## src/rtl/sonar_pkg.sv

```systemverilog
// Shared constants for the sonar range-finder slave.
// Contents: FSM state encodings, register offsets (daddr[3:2]), CTRL bit
// positions, bus drw codes, the saturated/timeout result code and a
// saturating 16-bit increment helper.
package sonar_pkg;

  typedef logic [2:0] state_t;

  localparam state_t ST_IDLE      = 3'd0;
  localparam state_t ST_TRIG      = 3'd1;
  localparam state_t ST_WAIT_RISE = 3'd2;
  localparam state_t ST_MEASURE   = 3'd3;
  localparam state_t ST_DONE      = 3'd4;

  // Register index as seen on daddr[3:2]
  localparam logic [1:0] REG_CTRL   = 2'd0;
  localparam logic [1:0] REG_RESULT = 2'd1;
  localparam logic [1:0] REG_PERIOD = 2'd2;
  localparam logic [1:0] REG_RSVD   = 2'd3;

  // CTRL bit positions (write side: start/auto/irq_en; read side adds status)
  localparam int CTRL_BUSY    = 0;
  localparam int CTRL_START   = 0;
  localparam int CTRL_AUTO    = 1;
  localparam int CTRL_IRQ_EN  = 2;
  localparam int CTRL_VALID   = 3;
  localparam int CTRL_TIMEOUT = 4;

  localparam logic [1:0] DRW_WRITE = 2'b01;
  localparam logic [1:0] DRW_READ  = 2'b10;

  localparam logic [15:0] TIMEOUT_CODE = 16'hFFFF;

  function automatic logic [15:0] sat_inc16(input logic [15:0] v);
    return (v == 16'hFFFF) ? v : (v + 16'd1);
  endfunction

endpackage

```

## src/rtl/mod_sonar_if.sv

```systemverilog
// Module-bus slot interface shared by all mod_* slaves.
// Signals: ie/de (instruction/data enable), iaddr/daddr (effective
// addresses), drw (00 nop, 01 write, 10 read), din (CPU write data),
// iout/dout (read data returned by the slave).
interface mod_sonar_if;
  logic        ie;
  logic        de;
  logic [31:0] iaddr;
  logic [31:0] daddr;
  logic [1:0]  drw;
  logic [31:0] din;
  logic [31:0] iout;
  logic [31:0] dout;

  modport master (output ie, de, iaddr, daddr, drw, din, input iout, dout);
  modport slave  (input ie, de, iaddr, daddr, drw, din, output iout, dout);
endinterface

```

## src/rtl/sonar_tick.sv

```systemverilog
// Clock divider producing a one-cycle tick_en every DIV clk cycles.
// Ports: clk, rst (sync, active-high), clr (sync restart of the count),
// tick_en (high on the last cycle of each DIV-cycle window).
module sonar_tick #(
  parameter int DIV = 50
) (
  input  logic clk,
  input  logic rst,
  input  logic clr,
  output logic tick_en
);

  localparam int W = (DIV > 1) ? $clog2(DIV) : 1;

  logic [W-1:0] cnt_q, cnt_d;

  // Next-count logic: wrap on the last count, restart on clr
  always_comb begin
    tick_en = (cnt_q == W'(DIV - 1));
    if (clr) begin
      cnt_d = '0;
    end else if (tick_en) begin
      cnt_d = '0;
    end else begin
      cnt_d = cnt_q + W'(1);
    end
  end

  // Divider count register
  always_ff @(posedge clk) begin
    if (rst) begin
      cnt_q <= '0;
    end else begin
      cnt_q <= cnt_d;
    end
  end

endmodule

```

## src/rtl/mod_sonar.sv

```systemverilog
// Ultrasonic range-finder slave for the plpbot module bus.
// Ports: clk, rst (sync, active-high), bus (module-bus slave slot),
// sonar_trig (trigger pulse to sensor), sonar_echo (async echo input),
// i_sonar (one-cycle completion interrupt).
// Registers (daddr[3:2]): 0 CTRL, 1 RESULT (RO), 2 PERIOD, 3 reserved.
module mod_sonar
  import sonar_pkg::*;
#(
  parameter int TRIG_CYCLES   = 500,
  parameter int TICK_DIV      = 50,
  parameter int TIMEOUT_TICKS = 30000
) (
  input  logic        clk,
  input  logic        rst,
  mod_sonar_if.slave  bus,
  output logic        sonar_trig,
  input  logic        sonar_echo,
  output logic        i_sonar
);

  localparam logic [15:0] TRIG_LAST = 16'(TRIG_CYCLES - 1);
  localparam logic [15:0] TO_LAST   = 16'(TIMEOUT_TICKS - 1);

  state_t      state_q, state_d;
  logic [15:0] cnt_q, cnt_d, cnt_run_s;
  logic [15:0] width_q, width_d, width_inc_s;
  logic [15:0] result_q, result_d;
  logic [23:0] period_q, period_d;
  logic [23:0] per_cnt_q, per_cnt_d;
  logic        auto_q, auto_d;
  logic        irq_en_q, irq_en_d;
  logic        valid_q, valid_d;
  logic        timeout_q, timeout_d;
  logic        trig_q, trig_d;
  logic        irq_q, irq_d;
  logic        echo_meta_q, echo_meta_d;
  logic        echo_sync_q, echo_sync_d;
  logic        echo_prev_q, echo_prev_d;

  logic        wr_s, start_s, auto_fire_s, busy_s;
  logic        rise_s, fall_s;
  logic        tick_s, tick_clr_s, auto_tick_s, auto_clr_s;
  logic [1:0]  sel_s;
  logic        unused_s;

  assign sel_s   = bus.daddr[3:2];
  assign wr_s    = bus.de && (bus.drw == DRW_WRITE);
  assign start_s = wr_s && (sel_s == REG_CTRL) && bus.din[CTRL_START];
  assign busy_s  = (state_q != ST_IDLE);
  assign rise_s  = echo_sync_q & ~echo_prev_q;
  assign fall_s  = ~echo_sync_q & echo_prev_q;

  // Measurement ticks restart on every state change so each phase starts
  // on a full tick boundary.
  assign tick_clr_s = (state_d != state_q);
  // The auto-repeat timebase runs freely while auto is on, so the repeat
  // interval is not disturbed by the measurement divider restarts.
  assign auto_clr_s = ~auto_q;

  assign unused_s = ^{bus.ie, bus.iaddr, bus.daddr[31:4], bus.daddr[1:0],
                      bus.din[31:24], bus.drw};

  sonar_tick #(.DIV(TICK_DIV)) u_meas_tick (
    .clk     (clk),
    .rst     (rst),
    .clr     (tick_clr_s),
    .tick_en (tick_s)
  );

  sonar_tick #(.DIV(TICK_DIV)) u_auto_tick (
    .clk     (clk),
    .rst     (rst),
    .clr     (auto_clr_s),
    .tick_en (auto_tick_s)
  );

  // Register writes, auto-repeat counter, measurement FSM and echo sync
  always_comb begin
    state_d     = state_q;
    cnt_run_s   = cnt_q;
    width_d     = width_q;
    result_d    = result_q;
    valid_d     = valid_q;
    timeout_d   = timeout_q;
    auto_d      = auto_q;
    irq_en_d    = irq_en_q;
    period_d    = period_q;
    per_cnt_d   = per_cnt_q;
    auto_fire_s = 1'b0;
    width_inc_s = tick_s ? sat_inc16(width_q) : width_q;

    if (wr_s && (sel_s == REG_CTRL)) begin
      auto_d   = bus.din[CTRL_AUTO];
      irq_en_d = bus.din[CTRL_IRQ_EN];
    end else if (wr_s && (sel_s == REG_PERIOD)) begin
      period_d = bus.din[23:0];
    end else begin
      period_d = period_q;
    end

    // Auto fire: PERIOD=0 means fire whenever idle; otherwise fire on the
    // tick that completes PERIOD ticks. Fires while busy are simply lost.
    if (!auto_q) begin
      per_cnt_d = 24'd0;
    end else if (period_q == 24'd0) begin
      auto_fire_s = 1'b1;
      per_cnt_d   = 24'd0;
    end else if (auto_tick_s && ((per_cnt_q + 24'd1) >= period_q)) begin
      auto_fire_s = 1'b1;
      per_cnt_d   = 24'd0;
    end else if (auto_tick_s) begin
      per_cnt_d = per_cnt_q + 24'd1;
    end else begin
      per_cnt_d = per_cnt_q;
    end

    case (state_q)
      ST_IDLE: begin
        if (start_s || auto_fire_s) begin
          valid_d   = 1'b0;
          timeout_d = 1'b0;
          state_d   = ST_TRIG;
        end else begin
          state_d = ST_IDLE;
        end
      end
      ST_TRIG: begin
        if (cnt_q == TRIG_LAST) begin
          state_d = ST_WAIT_RISE;
        end else begin
          cnt_run_s = cnt_q + 16'd1;
        end
      end
      ST_WAIT_RISE: begin
        if (rise_s) begin
          width_d = 16'd0;
          state_d = ST_MEASURE;
        end else if (tick_s && (cnt_q == TO_LAST)) begin
          result_d  = TIMEOUT_CODE;
          timeout_d = 1'b1;
          state_d   = ST_DONE;
        end else if (tick_s) begin
          cnt_run_s = cnt_q + 16'd1;
        end else begin
          cnt_run_s = cnt_q;
        end
      end
      ST_MEASURE: begin
        width_d = width_inc_s;
        // A tick landing on the falling-edge cycle still counts.
        if (fall_s) begin
          result_d = width_inc_s;
          state_d  = ST_DONE;
        end else if (tick_s && (cnt_q == TO_LAST)) begin
          result_d  = TIMEOUT_CODE;
          timeout_d = 1'b1;
          state_d   = ST_DONE;
        end else if (tick_s) begin
          cnt_run_s = cnt_q + 16'd1;
        end else begin
          cnt_run_s = cnt_q;
        end
      end
      ST_DONE: begin
        valid_d = 1'b1;
        state_d = ST_IDLE;
      end
      default: begin
        state_d = ST_IDLE;
      end
    endcase

    // The phase counter restarts on every state entry.
    if (state_d != state_q) begin
      cnt_d = 16'd0;
    end else begin
      cnt_d = cnt_run_s;
    end

    trig_d = (state_d == ST_TRIG);
    irq_d  = (state_d == ST_DONE) && irq_en_q;

    echo_meta_d = sonar_echo;
    echo_sync_d = echo_meta_q;
    echo_prev_d = echo_sync_q;
  end

  // State and register file
  always_ff @(posedge clk) begin
    if (rst) begin
      state_q     <= ST_IDLE;
      cnt_q       <= 16'd0;
      width_q     <= 16'd0;
      result_q    <= 16'd0;
      period_q    <= 24'd0;
      per_cnt_q   <= 24'd0;
      auto_q      <= 1'b0;
      irq_en_q    <= 1'b0;
      valid_q     <= 1'b0;
      timeout_q   <= 1'b0;
      trig_q      <= 1'b0;
      irq_q       <= 1'b0;
      echo_meta_q <= 1'b0;
      echo_sync_q <= 1'b0;
      echo_prev_q <= 1'b0;
    end else begin
      state_q     <= state_d;
      cnt_q       <= cnt_d;
      width_q     <= width_d;
      result_q    <= result_d;
      period_q    <= period_d;
      per_cnt_q   <= per_cnt_d;
      auto_q      <= auto_d;
      irq_en_q    <= irq_en_d;
      valid_q     <= valid_d;
      timeout_q   <= timeout_d;
      trig_q      <= trig_d;
      irq_q       <= irq_d;
      echo_meta_q <= echo_meta_d;
      echo_sync_q <= echo_sync_d;
      echo_prev_q <= echo_prev_d;
    end
  end

  assign sonar_trig = trig_q;
  assign i_sonar    = irq_q;
  assign bus.iout   = 32'd0;

  // Read mux: combinational, side-effect free, zero when not selected
  always_comb begin
    bus.dout = 32'd0;
    if (bus.de) begin
      case (sel_s)
        REG_CTRL:   bus.dout = {27'd0, timeout_q, valid_q, irq_en_q, auto_q, busy_s};
        REG_RESULT: bus.dout = {16'd0, result_q};
        REG_PERIOD: bus.dout = {8'd0, period_q};
        default:    bus.dout = 32'd0;
      endcase
    end else begin
      bus.dout = 32'd0;
    end
  end

endmodule

```

## src/flat_wrapper.sv

```systemverilog
// flat-port wrapper written by rule: the top's interface ports become plain ports
module mod_sonar_flat import sonar_pkg::*;
#(
  parameter int TRIG_CYCLES   = 500,
  parameter int TICK_DIV      = 50,
  parameter int TIMEOUT_TICKS = 30000
)
  (clk, rst, sonar_trig, sonar_echo, i_sonar, bus_ie, bus_de, bus_iaddr, bus_daddr, bus_drw, bus_din, bus_iout, bus_dout);
  mod_sonar_if bus_i ();
  input  logic clk;
  input  logic rst;
  output logic sonar_trig;
  input  logic sonar_echo;
  output logic i_sonar;
  input wire logic [$bits(bus_i.ie)-1:0] bus_ie;
  input wire logic [$bits(bus_i.de)-1:0] bus_de;
  input wire logic [$bits(bus_i.iaddr)-1:0] bus_iaddr;
  input wire logic [$bits(bus_i.daddr)-1:0] bus_daddr;
  input wire logic [$bits(bus_i.drw)-1:0] bus_drw;
  input wire logic [$bits(bus_i.din)-1:0] bus_din;
  output wire logic [$bits(bus_i.iout)-1:0] bus_iout;
  output wire logic [$bits(bus_i.dout)-1:0] bus_dout;
  assign bus_i.ie = bus_ie;
  assign bus_i.de = bus_de;
  assign bus_i.iaddr = bus_iaddr;
  assign bus_i.daddr = bus_daddr;
  assign bus_i.drw = bus_drw;
  assign bus_i.din = bus_din;
  assign bus_iout = bus_i.iout;
  assign bus_dout = bus_i.dout;
  mod_sonar #(.TRIG_CYCLES(TRIG_CYCLES), .TICK_DIV(TICK_DIV), .TIMEOUT_TICKS(TIMEOUT_TICKS)) u_core (.clk(clk), .rst(rst), .bus(bus_i), .sonar_trig(sonar_trig), .sonar_echo(sonar_echo), .i_sonar(i_sonar));
endmodule
```

## config.mk

```make
export PLATFORM = sky130hd
export DESIGN_NAME = mod_sonar_flat
export DESIGN_NICKNAME = d
export VERILOG_FILES = /design/src/rtl/sonar_pkg.sv /design/src/rtl/mod_sonar_if.sv /design/src/rtl/sonar_tick.sv /design/src/rtl/mod_sonar.sv /design/src/flat_wrapper.sv
export SDC_FILE = /design/constraint.sdc
export NUM_CORES = 1
export LEC_CHECK = 0
export CAP_MARGIN = 10
export CORE_UTILIZATION = 46
export DETAILED_ROUTE_END_ITERATION = 7
export GPL_ROUTABILITY_DRIVEN = 1
export PLACE_DENSITY = 0.76
export SLEW_MARGIN = 10
export SYNTH_ARGS = -nofsm -noshare
export SYNTH_HDL_FRONTEND = slang
export SYNTH_SLANG_ARGS = --single-unit
```

## constraint.sdc

```tcl
create_clock -name clk -period 3.69 [get_ports clk]
set_input_delay 0.5535 -clock clk [delete_from_list [all_inputs] [get_ports clk]]
set_output_delay 0.5535 -clock clk [all_outputs]
set_load 0.005 [all_outputs]
```

==> results.yml <==
synthesis:
  postSynthCellCount: 892
  dominantRegCellSynth: "sky130_fd_sc_hd__dfxtp_1"
  yosysUniqueCellTypes: 65
  async_flop_share: 0
  synth_largest_area_cell: "sky130_fd_sc_hd__dfxtp_1"
  post-synth-top-area-fraction: 0.335
  synth_top_cells_by_area: "sky130_fd_sc_hd__dfxtp_1 34%, sky130_fd_sc_hd__ha_1 5.4%, sky130_fd_sc_hd__nand2_1 5.1%"
  yosys_warnings: 0
  synth-seq-cells: 120
  syn_avg_cell_area_um2: 8.03
  number_of_enable_type_register_cells_in_the_synthesized_netlist: 0
  syn_area_mm2: 0.00716
  seq_area_frac_synth: 0.335
routing:
  vias: 6264
  drt_iter0_markers: 388
  viasPerCell: 5.46
  drt_drc: 0
  drt_pre_antenna_iters: 7
  ant_nets: 0
  route.detailed.wl_per_inst_um: 15.0
  wl_um: 17200
setup_path:
  reg2reg_to: "u_core.state_q[0]"
  critical_path.startpoint: "u_core.per_cnt_q[4]"
  critPathRequiredTime_ns: 4.00
  r2r_setup_slack_ns: 0.31
  worst-endpoint-arrival_ns: 3.69
  timing.rr.start: "u_core.per_cnt_q[4]"
  endpoint_kind: "register"
  timing.critical_path.from_type: "register"
  critical_path_peak_fanout: 24
  r2r.worst_path.cells: 14
  worstSetupPathType: "reg -> reg"
timing:
  final_hold_vios: 0
  max_slew.worst_pin.slew_ns: 0.959
  count_of_final_setup_violators: 0
  period_minus_slack_ns: 3.38
  setup_total_negative_slack_ns: 0
  fin_worst_skew_ns: 0.00761
  fin_hold_ws_ns: 0.464
  final_min_period_over_clock_period: 0.916
  max-slew-margin-rel: 0.359
  fmax_mhz: 296
  final-max-slew-violation-count: 0
  grt_setup_unrepaired: "no"
run:
  timing.max_cap.violations: 0
run_status:
  outcome: "finished, final reports clean"
floorplanning:
  start_util: 0.471
  fp.dieArea_mm2: 0.0161
  rows: 45
  ios: 169
  floorplan.die.height_um: 127
  core-area_mm2: 0.0152
  fp.dieW_um: 127
global_route:
  maximum_number_of_pins_on_one_net_before_global_route_repair: 67
  initial_antenna_violation_count: 0
  first_global_vias: 5881
  grtUsageTotal: 0.219
  globalRoute.totalOverflow: 0
  wire_length_of_the_first_global_routing_pass_um: 28100
layout:
  layout-area-overhead-vs-synth_pct: 18.3
  antennaDiodeCount: 0
  finish.net_count: 1080
  multiInputGateArea_mm2: 0.00435
  number_of_filler_cells_placed_in_the_layout: 1382
  sequential_cell_area_mm2: 0.00240
  drive_gt1_frac: 0.0865
  finalInstanceArea_mm2: 0.00848
clock_network:
  postCtsHoldBufs: 0
  max-clock-path-buffers: 2
  clk_root_buffer_cell: "sky130_fd_sc_hd__clkbuf_16"
  clock_tree.htree_level_count: 4
  cts-buffers-inserted: 17
  cts_tree: "yes"
  clk_pin_slew_worst_paths_ns: 0.06
  clock-sinks: 120
  clock_latency_ns: 0.42
min_path:
  launch_instance_of_the_worst_min_delay_path: "u_core.echo_meta_q"
  hold_path_class: "reg -> reg"
  holdPathEnd: "u_core.echo_prev_d"
  min_delay_path_depth: 1
placement:
  post-dp-hpwl_um: 12000
  gpl.final_weighted_congestion: 0.844
  place.port_buffers: 57
  place_area_mm2: 0.00782
power:
  static-leakage-power_uw: 0.00301
  maximum_ir_drop_on_the_vdd_rail_mv: 0.346
  power_per_cell_area_mw_per_mm2: 373
cell families (layout without fill, tap and decap cells):
kind of cell / after synthesis / count (layout) / synth area share
mux: 10 / 10 / 0.0140
flops: 120 / 120 / 0.335
compound gates: 157 / 157 / 0.148
xor+xnor: 71 / 71 / 0.0868
simple gates: 384 / 384 / 0.277
other cells: 1 / 40 / 0.000523
buf+inv: 118 / 146 / 0.0845
fa+ha+maj: 31 / 31 / 0.0541
area by class of cell:
type                       count  area share
tap                          188      0.0277
clock buffer                  22      0.0548
inverter                      32      0.0142
multi-input combinational    693       0.513
timing repair buffer          82      0.0900
sequential                   120       0.284
clock inverter                10      0.0171
worst max-delay path by stage:
stage	end	slack (ns)	depth (start not counted)
6_report	u_core.state_q[0]	0.31	14
5_1_grt	u_core.state_q[0]	0.0009	14
4_1_cts	u_core.state_q[0]	0.05	14
3_5_place_dp	u_core.state_q[0]	0.09	14
3_3_place_gp	u_core.state_q[0]	0.14	14
2_1_floorplan	u_core.timeout_q	0.03	14
cells in the mapped netlist, types with 3 or more instances:
master	count
sky130_fd_sc_hd__a22oi_1	12
sky130_fd_sc_hd__buf_2	4
sky130_fd_sc_hd__nand4_1	16
sky130_fd_sc_hd__or3_1	9
sky130_fd_sc_hd__inv_1	32
sky130_fd_sc_hd__nor3_1	54
sky130_fd_sc_hd__nor2b_1	21
sky130_fd_sc_hd__and2_1	12
sky130_fd_sc_hd__nand3_1	31
sky130_fd_sc_hd__and3_1	16
sky130_fd_sc_hd__o211ai_1	4
sky130_fd_sc_hd__a211oi_1	14
sky130_fd_sc_hd__nor4_1	22
sky130_fd_sc_hd__a21oi_1	52
sky130_fd_sc_hd__ha_1	31
sky130_fd_sc_hd__a211oi_2	6
sky130_fd_sc_hd__clkbuf_1	40
sky130_fd_sc_hd__nor2_1	64
sky130_fd_sc_hd__a31oi_1	3
sky130_fd_sc_hd__mux2i_1	10
sky130_fd_sc_hd__nand2_1	97
sky130_fd_sc_hd__xor2_1	36
sky130_fd_sc_hd__nand2b_1	12
sky130_fd_sc_hd__xnor2_1	35
sky130_fd_sc_hd__or2_2	3
sky130_fd_sc_hd__a311oi_1	9
sky130_fd_sc_hd__o2111ai_1	5
sky130_fd_sc_hd__o22ai_1	4
sky130_fd_sc_hd__buf_4	40
sky130_fd_sc_hd__and4_1	5
sky130_fd_sc_hd__or4_1	5
sky130_fd_sc_hd__dfxtp_1	120
sky130_fd_sc_hd__o21ai_0	27
sky130_fd_sc_hd__o32ai_1	3
state kept, by name (all words and copies together) (netlist names), 3 cells and up:
| name | count |
|---|---|
| u_core.u_auto_tick.cnt_q | 6 |
| u_core.cnt_q | 16 |
| u_core.period_q | 24 |
| u_core.state_q | 3 |
| u_core.result_q | 16 |
| u_core.width_q | 16 |
| u_core.per_cnt_q | 24 |
| u_core.u_meas_tick.cnt_q | 6 |
power by group:
part           internal [µW]  total, µW  switching, µW
clock                   1100       1700            600
sequential              1310       1320           10.1
combinational           63.3        145           81.6
total                   2470       3160            692
metal layers:
layer  part of all wire  up-vias  track usage
met1               0.46     2900        0.276
met3              0.043       24       0.0536
met5                  0        -            0
met2               0.48      143        0.361
met4              0.018        0       0.0819
li1                   -     3197            -
layout by cell type (no fill, tap or decap), types with 23 or more instances in the layout:
cell type                           n
sky130_fd_sc_hd__a21oi_1           51
sky130_fd_sc_hd__buf_4             23
sky130_fd_sc_hd__clkdlybuf4s50_1   56
sky130_fd_sc_hd__conb_1            40
sky130_fd_sc_hd__dfxtp_1          119
sky130_fd_sc_hd__ha_1              31
sky130_fd_sc_hd__inv_1             32
sky130_fd_sc_hd__nand2_1           97
sky130_fd_sc_hd__nand3_1           31
sky130_fd_sc_hd__nor2_1            64
sky130_fd_sc_hd__nor3_1            54
sky130_fd_sc_hd__o21ai_0           27
sky130_fd_sc_hd__xnor2_1           34
sky130_fd_sc_hd__xor2_1            36
critical path, stage by stage, from the launching register on:
cell                      delay [ns]
sky130_fd_sc_hd__dfxtp_1        0.41
sky130_fd_sc_hd__nand3_1        0.13
sky130_fd_sc_hd__nor4_2         0.32
sky130_fd_sc_hd__nand4_1        0.17
sky130_fd_sc_hd__buf_4          0.19
sky130_fd_sc_hd__nor2_1         0.12
sky130_fd_sc_hd__xor2_1         0.27
sky130_fd_sc_hd__ha_1           0.30
sky130_fd_sc_hd__a21oi_1        0.13
sky130_fd_sc_hd__o21ai_0        0.14
sky130_fd_sc_hd__a22oi_2        0.23
sky130_fd_sc_hd__and3_1         0.25
sky130_fd_sc_hd__a21oi_1        0.12
sky130_fd_sc_hd__buf_12         0.19
sky130_fd_sc_hd__o31a_1         0.29
per-stage QoR:
step / instances / worst slack [ns] / total power [µW] / utilization
final: 1147 / 0.310 / 3160 / 0.558
after global routing: 1147 / 0.000866 / 3260 / 0.558
after CTS: 1145 / 0.0514 / 3180 / 0.555
after detailed placement: 1113 / 0.0856 / 1480 / 0.515
after global placement: 1113 / 0.139 / 1480 / 0.515
after floorplan: 931 / 0.0266 / 1450 / -
timing repair:
item                                    CTS  global route
endpoints found under the setup margin    0            49
gates resized for setup                   0             8
buffers inserted                          0             1
Note: power is estimated with default switching activity, not from simulation.
